[config.mk]
export PLATFORM = sky130hd
export DESIGN_NAME = gray_pixel_packer_flat
export DESIGN_NICKNAME = d
export VERILOG_FILES = /design/src/rtl/gray_packer_pkg.sv /design/src/rtl/gray_pixel_packer_if.sv /design/src/rtl/gray_word_fifo.sv /design/src/rtl/gray_pixel_packer.sv /design/src/flat_wrapper.sv
export SDC_FILE = /design/constraint.sdc
export NUM_CORES = 1
export LEC_CHECK = 0
export CORE_MARGIN = 1.5
export CORE_UTILIZATION = 50
export CTS_CLUSTER_DIAMETER = 40
export DETAILED_ROUTE_END_ITERATION = 12
export PLACE_DENSITY = 0.82
export SYNTH_ARGS = -nofsm -noshare
export SYNTH_HDL_FRONTEND = slang
export SYNTH_SLANG_ARGS = --single-unit
[constraint.sdc]
create_clock -name clk -period 2.34 [get_ports clk]
set_input_delay 0.351 -clock clk [delete_from_list [all_inputs] [get_ports clk]]
set_output_delay 0.351 -clock clk [all_outputs]
set_load 0.02 [all_outputs]
[src/rtl/gray_packer_pkg.sv]
// Shared constants, FIFO entry type and luma helper
// for the gray pixel packer.
package gray_packer_pkg;

  localparam int PIX_W      = 24;
  localparam int WORD_W     = 32;
  localparam int LANES      = 4;
  localparam int LUMA_R     = 77;
  localparam int LUMA_G     = 150;
  localparam int LUMA_B     = 29;
  localparam int LUMA_SHIFT = 8;

  typedef struct packed {
    logic              sof;
    logic              eol;
    logic [WORD_W-1:0] data;
  } fifo_entry_t;

  // 16 bits is exact: 255 * (77+150+29) = 65280
  function automatic logic [7:0] luma(
    input logic [PIX_W-1:0] p
  );
    logic [15:0] s;
    s = 16'(LUMA_R) * 16'(p[23:16])
      + 16'(LUMA_G) * 16'(p[15:8])
      + 16'(LUMA_B) * 16'(p[7:0]);
    return 8'(s >> LUMA_SHIFT);
  endfunction

endpackage

[src/rtl/gray_pixel_packer_if.sv]
// Pixel-in / packed-word-out bundle of the packer.
// master = packer side, slave = pattern gen + consumer.
interface gray_pixel_packer_if;
  import gray_packer_pkg::*;

  logic              VideoReady;
  logic [PIX_W-1:0]  video;
  logic [WORD_W-1:0] OutData;
  logic              OutSOF;
  logic              OutEOL;
  logic              OutValid;
  logic              OutReady;

  modport master (
    output VideoReady,
    input  video,
    output OutData,
    output OutSOF,
    output OutEOL,
    output OutValid,
    input  OutReady
  );

  modport slave (
    input  VideoReady,
    output video,
    input  OutData,
    input  OutSOF,
    input  OutEOL,
    input  OutValid,
    output OutReady
  );

endinterface

[src/rtl/gray_word_fifo.sv]
// First-word-fall-through FIFO, power-of-two depth,
// with occupancy count.
module gray_word_fifo #(
  parameter int WIDTH = 34,
  parameter int DEPTH = 8,
  localparam int AW   = $clog2(DEPTH),
  localparam int CW   = AW + 1
) (
  input  logic             clk,
  input  logic             rst_n,
  input  logic             push_i,
  input  logic [WIDTH-1:0] din_i,
  input  logic             pop_i,
  output logic [WIDTH-1:0] dout_o,
  output logic             valid_o,
  output logic [CW-1:0]    count_o
);

  logic [WIDTH-1:0] mem_q [DEPTH];
  logic [AW-1:0]    wr_q;
  logic [AW-1:0]    rd_q;
  logic [CW-1:0]    cnt_q;
  logic [CW-1:0]    cnt_d;
  logic             do_push;
  logic             do_pop;

  assign do_push = push_i && (cnt_q != CW'(DEPTH));
  assign do_pop  = pop_i && (cnt_q != '0);

  always_comb begin
    cnt_d = cnt_q;
    unique case (1'b1)
      do_push && !do_pop: cnt_d = cnt_q + CW'(1);
      do_pop && !do_push: cnt_d = cnt_q - CW'(1);
      default:            cnt_d = cnt_q;
    endcase
  end

  always_ff @(posedge clk or negedge rst_n) begin
    if (!rst_n) begin
      for (int i = 0; i < DEPTH; i++)
        mem_q[i] <= '0;
      wr_q  <= '0;
      rd_q  <= '0;
      cnt_q <= '0;
    end else begin
      if (do_push) begin
        mem_q[wr_q] <= din_i;
        wr_q        <= wr_q + AW'(1);
      end
      if (do_pop)
        rd_q <= rd_q + AW'(1);
      cnt_q <= cnt_d;
    end
  end

  assign dout_o  = mem_q[rd_q];
  assign valid_o = (cnt_q != '0);
  assign count_o = cnt_q;

endmodule

[src/rtl/gray_pixel_packer.sv]
// RGB -> luma, four pixels per 32-bit word, SOF/EOL tags.
// GRAY_PACKER_FRAMECOUNT_EN enables the frame counter.
module gray_pixel_packer
  import gray_packer_pkg::*;
#(
  parameter int H_ACTIVE   = 800,
  parameter int V_ACTIVE   = 600,
  parameter int FIFO_DEPTH = 8
) (
  input  logic                clk,
  input  logic                rst_n,
  input  logic                Enable,
  gray_pixel_packer_if.master bus,
  output logic [15:0]         FrameCount
);

  localparam int XW = (H_ACTIVE > 1) ? $clog2(H_ACTIVE) : 1;
  localparam int YW = (V_ACTIVE > 1) ? $clog2(V_ACTIVE) : 1;
  localparam int CW = $clog2(FIFO_DEPTH) + 1;

  logic [1:0]    lane_q, lane_d;
  logic [XW-1:0] x_q, x_d;
  logic [YW-1:0] y_q, y_d;
  logic [23:0]   pack_q, pack_d;
  logic          run_q;
  logic [7:0]    luma_v;
  logic          accept;
  logic          push;
  logic          pop;
  logic          last_x;
  logic          last_y;
  logic [CW-1:0] fifo_cnt;
  logic          fifo_valid;
  fifo_entry_t   in_e;
  fifo_entry_t   head_e;

  // run_q keeps VideoReady low while reset is applied
  assign bus.VideoReady = Enable & run_q
    & ((lane_q != 2'd3) | (fifo_cnt < CW'(FIFO_DEPTH)));

  assign accept = bus.VideoReady;
  assign luma_v = luma(bus.video);
  assign last_x = (x_q == XW'(H_ACTIVE - 1));
  assign last_y = (y_q == YW'(V_ACTIVE - 1));
  assign push   = accept && (lane_q == 2'd3);
  assign pop    = bus.OutValid && bus.OutReady;

  assign in_e.sof  = (y_q == '0) && (x_q == XW'(3));
  assign in_e.eol  = last_x;
  assign in_e.data = {luma_v, pack_q};

  always_comb begin
    lane_d = lane_q;
    x_d    = x_q;
    y_d    = y_q;
    pack_d = pack_q;
    if (accept) begin
      lane_d = lane_q + 2'd1;
      unique case (1'b1)
        lane_q == 2'd0: pack_d[7:0]   = luma_v;
        lane_q == 2'd1: pack_d[15:8]  = luma_v;
        lane_q == 2'd2: pack_d[23:16] = luma_v;
        default:        pack_d        = pack_q;
      endcase
      if (last_x) begin
        x_d = '0;
        y_d = last_y ? '0 : y_q + YW'(1);
      end else begin
        x_d = x_q + XW'(1);
      end
    end
  end

  always_ff @(posedge clk or negedge rst_n) begin
    if (!rst_n) begin
      lane_q <= '0;
      x_q    <= '0;
      y_q    <= '0;
      pack_q <= '0;
      run_q  <= 1'b0;
    end else begin
      lane_q <= lane_d;
      x_q    <= x_d;
      y_q    <= y_d;
      pack_q <= pack_d;
      run_q  <= 1'b1;
    end
  end

  gray_word_fifo #(
    .WIDTH($bits(fifo_entry_t)),
    .DEPTH(FIFO_DEPTH)
  ) u_fifo (
    .clk    (clk),
    .rst_n  (rst_n),
    .push_i (push),
    .din_i  (in_e),
    .pop_i  (pop),
    .dout_o (head_e),
    .valid_o(fifo_valid),
    .count_o(fifo_cnt)
  );

  assign bus.OutValid = fifo_valid;
  assign bus.OutData  = head_e.data;
  assign bus.OutSOF   = head_e.sof;
  assign bus.OutEOL   = head_e.eol;

`ifdef GRAY_PACKER_FRAMECOUNT_EN
  logic [15:0] fc_q, fc_d;

  always_comb begin
    fc_d = fc_q;
    if (push && last_x && last_y)
      fc_d = fc_q + 16'd1;
  end

  always_ff @(posedge clk or negedge rst_n) begin
    if (!rst_n) fc_q <= '0;
    else        fc_q <= fc_d;
  end

  assign FrameCount = fc_q;
`else
  assign FrameCount = 16'd0;
`endif

endmodule
[src/flat_wrapper.sv]
// flat-port wrapper written by rule: the top's interface ports become plain ports
module gray_pixel_packer_flat import gray_packer_pkg::*;
#(
  parameter int H_ACTIVE   = 800,
  parameter int V_ACTIVE   = 600,
  parameter int FIFO_DEPTH = 8
)
  (clk, rst_n, Enable, FrameCount, bus_VideoReady, bus_video, bus_OutData, bus_OutSOF, bus_OutEOL, bus_OutValid, bus_OutReady);
  gray_pixel_packer_if bus_i ();
  input  logic clk;
  input  logic rst_n;
  input  logic Enable;
  output logic [15:0] FrameCount;
  output wire logic [$bits(bus_i.VideoReady)-1:0] bus_VideoReady;
  input wire logic [$bits(bus_i.video)-1:0] bus_video;
  output wire logic [$bits(bus_i.OutData)-1:0] bus_OutData;
  output wire logic [$bits(bus_i.OutSOF)-1:0] bus_OutSOF;
  output wire logic [$bits(bus_i.OutEOL)-1:0] bus_OutEOL;
  output wire logic [$bits(bus_i.OutValid)-1:0] bus_OutValid;
  input wire logic [$bits(bus_i.OutReady)-1:0] bus_OutReady;
  assign bus_VideoReady = bus_i.VideoReady;
  assign bus_i.video = bus_video;
  assign bus_OutData = bus_i.OutData;
  assign bus_OutSOF = bus_i.OutSOF;
  assign bus_OutEOL = bus_i.OutEOL;
  assign bus_OutValid = bus_i.OutValid;
  assign bus_i.OutReady = bus_OutReady;
  gray_pixel_packer #(.H_ACTIVE(H_ACTIVE), .V_ACTIVE(V_ACTIVE), .FIFO_DEPTH(FIFO_DEPTH)) u_core (.clk(clk), .rst_n(rst_n), .Enable(Enable), .bus(bus_i), .FrameCount(FrameCount));
endmodule
==> impl_summary.log <==
INFO  metric synth-edff-count = 0
INFO  metric synthDistinctLibCells = 56
INFO  metric grtUsageTotal = 0.282
INFO  metric worst_slack = -3.34 ns
INFO  metric cts_made_buffers = 39
INFO  metric initial_utilization = 0.509
INFO  metric wl_met1 = 19.1 mm
INFO  metric cp-start-kind = primary input
INFO  metric chipWidth = 194 microns
INFO  metric crit_slowest_cell = sky130_fd_sc_hd__fa_2
INFO  metric dpl-instance-area = 20300 sq um
INFO  metric dieArea = 37500 sq um
INFO  metric drive_gt1_frac = 0.256
INFO  metric synth_top_area_share = 0.453
INFO  metric port-buffer-count = 63
INFO  metric reg2reg_from = u_core.y_q[1]
INFO  metric worstPathRequired = 2.73 ns
INFO  metric grt_max_degree = 83
INFO  metric drtIter0Drc = 1648
INFO  metric netlist_instances = 1853
INFO  metric yosys_reg_bits = 329
INFO  metric avgSynthCellArea = 9.80 sq um
INFO  metric finalClockSkew = 0.0206 ns
INFO  metric tritoncts = done
INFO  metric synthTopCellsByArea = sky130_fd_sc_hd__dfrtp_1 (45%), sky130_fd_sc_hd__nand2_1 (15%), sky130_fd_sc_hd__mux4_2 (8.4%)
INFO  metric cts_max_path_buffers = 3
INFO  metric antennaDiodeCount = 0
INFO  metric syn_area = 18200 sq um
INFO  metric outcome = finished with violations
INFO  metric timing.critical_path.to_type = register
INFO  metric failed_checks = design-rule violations, negative setup slack
INFO  metric grt_pass1_wl = 83.4 mm
INFO  metric timing_worst_slew_pin_value = 0.591 ns
INFO  metric timing.final.crit_share = 2.43
INFO  metric instances_no_fill = 2510
INFO  metric row_count = 69
INFO  metric rsz0062_at_grt = true
INFO  metric portion_of_the_post_synthesis_area_used_by_sequential_elements = 0.453
INFO  metric ios = 80
INFO  metric firstDrtPassIters = 11
INFO  metric met2_wirelength = 27.1 mm
INFO  metric netlist.top_cell.by_area = sky130_fd_sc_hd__dfrtp_1
INFO  metric maxCapViolCount = 0
INFO  metric grt_antenna_before_repair = 0
INFO  metric grt_pass1_vias = 15949
INFO  metric report.final.slew_viol_count = 0
INFO  metric synth_most_common_cell = sky130_fd_sc_hd__nand2_1
INFO  metric die_height = 194 microns
INFO  metric globalplace.congestion = 0.846
INFO  metric vias_per_cell = 5.97
INFO  metric ys_top_cells_by_count = sky130_fd_sc_hd__nand2_1 (708), sky130_fd_sc_hd__dfrtp_1 (329), sky130_fd_sc_hd__inv_1 (103), sky130_fd_sc_hd__o21ai_0 (103), sky130_fd_sc_hd__ha_1 (96)
INFO  metric nNetsFinal = 2200
INFO  metric cts.htree.levels = 2
INFO  metric total_met3_wirelength_after_detailed_routing = 5.25 mm
INFO  metric detail_route.wirelength = 54.2 mm
INFO  metric cp_slowest_stage_delay = 0.56 ns
INFO  metric dr_total_vias = 14990
INFO  metric slew-limit-headroom = 0.606
INFO  metric cts-root-buf = sky130_fd_sc_hd__clkbuf_16
INFO  metric ant_nets = 0
INFO  metric reg2reg_depth = 6
INFO  metric post_route_standard_cell_area_excluding_fillers = 23100 sq um
INFO  metric utilization_of_the_core_after_routing = 0.648
INFO  metric maxUsedRoutingLayer = met4
INFO  metric dp_cells = 2390
INFO  metric yosys_warnings = 0
INFO  metric r2r_setup_slack = 0.06 ns
INFO  metric timing.critical_path.arrival = 6.07 ns
INFO  metric setup-violations-final = 122
INFO  metric synth-async-reset-ratio = 1.00
INFO  metric core_area = 35700 sq um
INFO  metric clock_slew_at_reported_path_ffs = 0.06 ns
INFO  metric timing.hold.worst.class = in2async
INFO  metric cts_num_sinks = 329
INFO  metric post-route-min-period = 5.68 ns
INFO  metric cp_cell_sequence = buf_8 > buf_4 > ha_4 > ha_1 > fa_1 > ha_4 > buf_4 > o21ai_4 > o21bai_4 > xnor2_4 > fa_2 > fa_1 > fa_2 > inv_2 > fa_2 > ha_4 > a21oi_4 > o21ai_2 > a221oi_2 > o21ai_2 > xnor2_2 > buf_6 > o21ai_1
INFO  metric clk-insertion-delay-late = 0.53 ns
INFO  metric hold_viol = 0
INFO  metric critical_path.reg2reg.endpoint = u_core.u_fifo.mem_q[101]
INFO  metric leftover_overflow_at_the_end_of_global_routing = 0
INFO  metric synth_flop_cell = sky130_fd_sc_hd__dfrtp_1
INFO  metric critPathKind = in2reg
INFO  metric area_growth = 27.3%
INFO  metric drc = 5
INFO  metric max_clock_freq = 176 MHz
INFO  metric wire_per_inst = 21.6 microns
INFO  metric filler_instances = 2363
INFO  metric dpl.hpwl = 30.9 mm
INFO  metric path_max_fanout = 6
## cell type report
cell class                      instances  area, sq um  area share
Clock inverter                         19          295      0.0128
Multi-Input combinational cell       1295         9850       0.426
Inverter                              107          408      0.0176
Tap cell                              461          577      0.0250
Sequential cell                       329         8240       0.356
Clock buffer                           51         1110      0.0482
Timing Repair Buffer                  248         2630       0.114
## how the worst max path moves through the flow
stage               slack, ns                       end  cells after the start          start
floorplan               -3.46  u_core.u_fifo.mem_q[269]                     20  bus_video[12]
global placement        -4.12  u_core.u_fifo.mem_q[133]                     24  bus_video[11]
detailed placement      -4.22  u_core.u_fifo.mem_q[269]                     22  bus_video[12]
CTS                     -3.19  u_core.u_fifo.mem_q[269]                     24  bus_video[12]
global route            -3.53  u_core.u_fifo.mem_q[133]                     26  bus_video[11]
finish                  -3.34         u_core.pack_q[14]                     23  bus_video[12]
## critical path: cells and delay by family
family | cells | cell delay (ns)
adder cells (fa/ha/maj) | 9 | 3.58
AO/OA/AOI/OAI | 7 | 1.15
XOR/XNOR | 2 | 0.37
buffers and inverters | 5 | 0.61
## through the flow
stage / TNS (ns) / setup slack (ns) / hold WS (ns)
after CTS: -286.01 / -3.19 / 0.375
final: -297.33 / -3.34 / 0.363
after detailed placement: -368.54 / -4.22 / 0.317
after global routing: -312.98 / -3.53 / 0.409
after floorplan: -290.56 / -3.46 / 0.0554
after global placement: -359.11 / -4.12 / 0.317
## layout by cell type, fill, tap and decap left out, drive strengths merged, types with 4 or more instances in the layout
master and count:
mux2 47, nor3 7, and4 4, nand2 708, clkinv 11, buf 221
inv 107, clkbuf 52, bufinv 6, a211o 11, mux4 68, a21o 10
xnor2 18, nor2b 5, a211oi 4, clkdlybuf4s50 18, o21ai 104, fa 56
ha 96, xor2 16, and3 5, a21oi 17, nand4 18, conb 17
nor2 19, dfrtp 329, nand3 24
## sequential cells by signal, summed over array words and instances, names as in the netlist
signal / count
u_core.lane_q: 2
u_core.u_fifo.count_o: 4
u_core.u_fifo.mem_q: 272
u_core.u_fifo.rd_q: 3
u_core.pack_q: 24
u_core.u_fifo.wr_q: 3
u_core.run_q: 1
u_core.y_q: 10
u_core.x_q: 10
## cell families after synthesis
| family | share of synthesized area |
|---|---|
| AO/OA/AOI/OAI | 0.0539 |
| AND/OR/NAND/NOR | 0.178 |
| other | 0.000414 |
| buffers and inverters | 0.0558 |
| XOR/XNOR | 0.0164 |
| flip-flops | 0.453 |
| multiplexers | 0.114 |
| adder cells (fa/ha/maj) | 0.128 |
## repair_timing
action / 4_1_cts / 5_1_grt
setup endpoints to repair: 125 / 140
resized for setup: 339 / 83
gates cloned: 8 / 1
pin swaps: 30 / 21
setup buffers: 28 / 19
endpoints found under the hold margin: 53 / 0
hold buffers: 1 / 0
## metal layers
metal | global-route usage | vias to the layer above
met5 | 0 | -
met4 | 0.132 | 0
met3 | 0.0591 | 243
met2 | 0.485 | 975
met1 | 0.339 | 7403
li1 | - | 6369
Power is left out: the tool's default activity adds up to more than one toggle a clock period on the data nets, which glitch-free logic cannot reach.
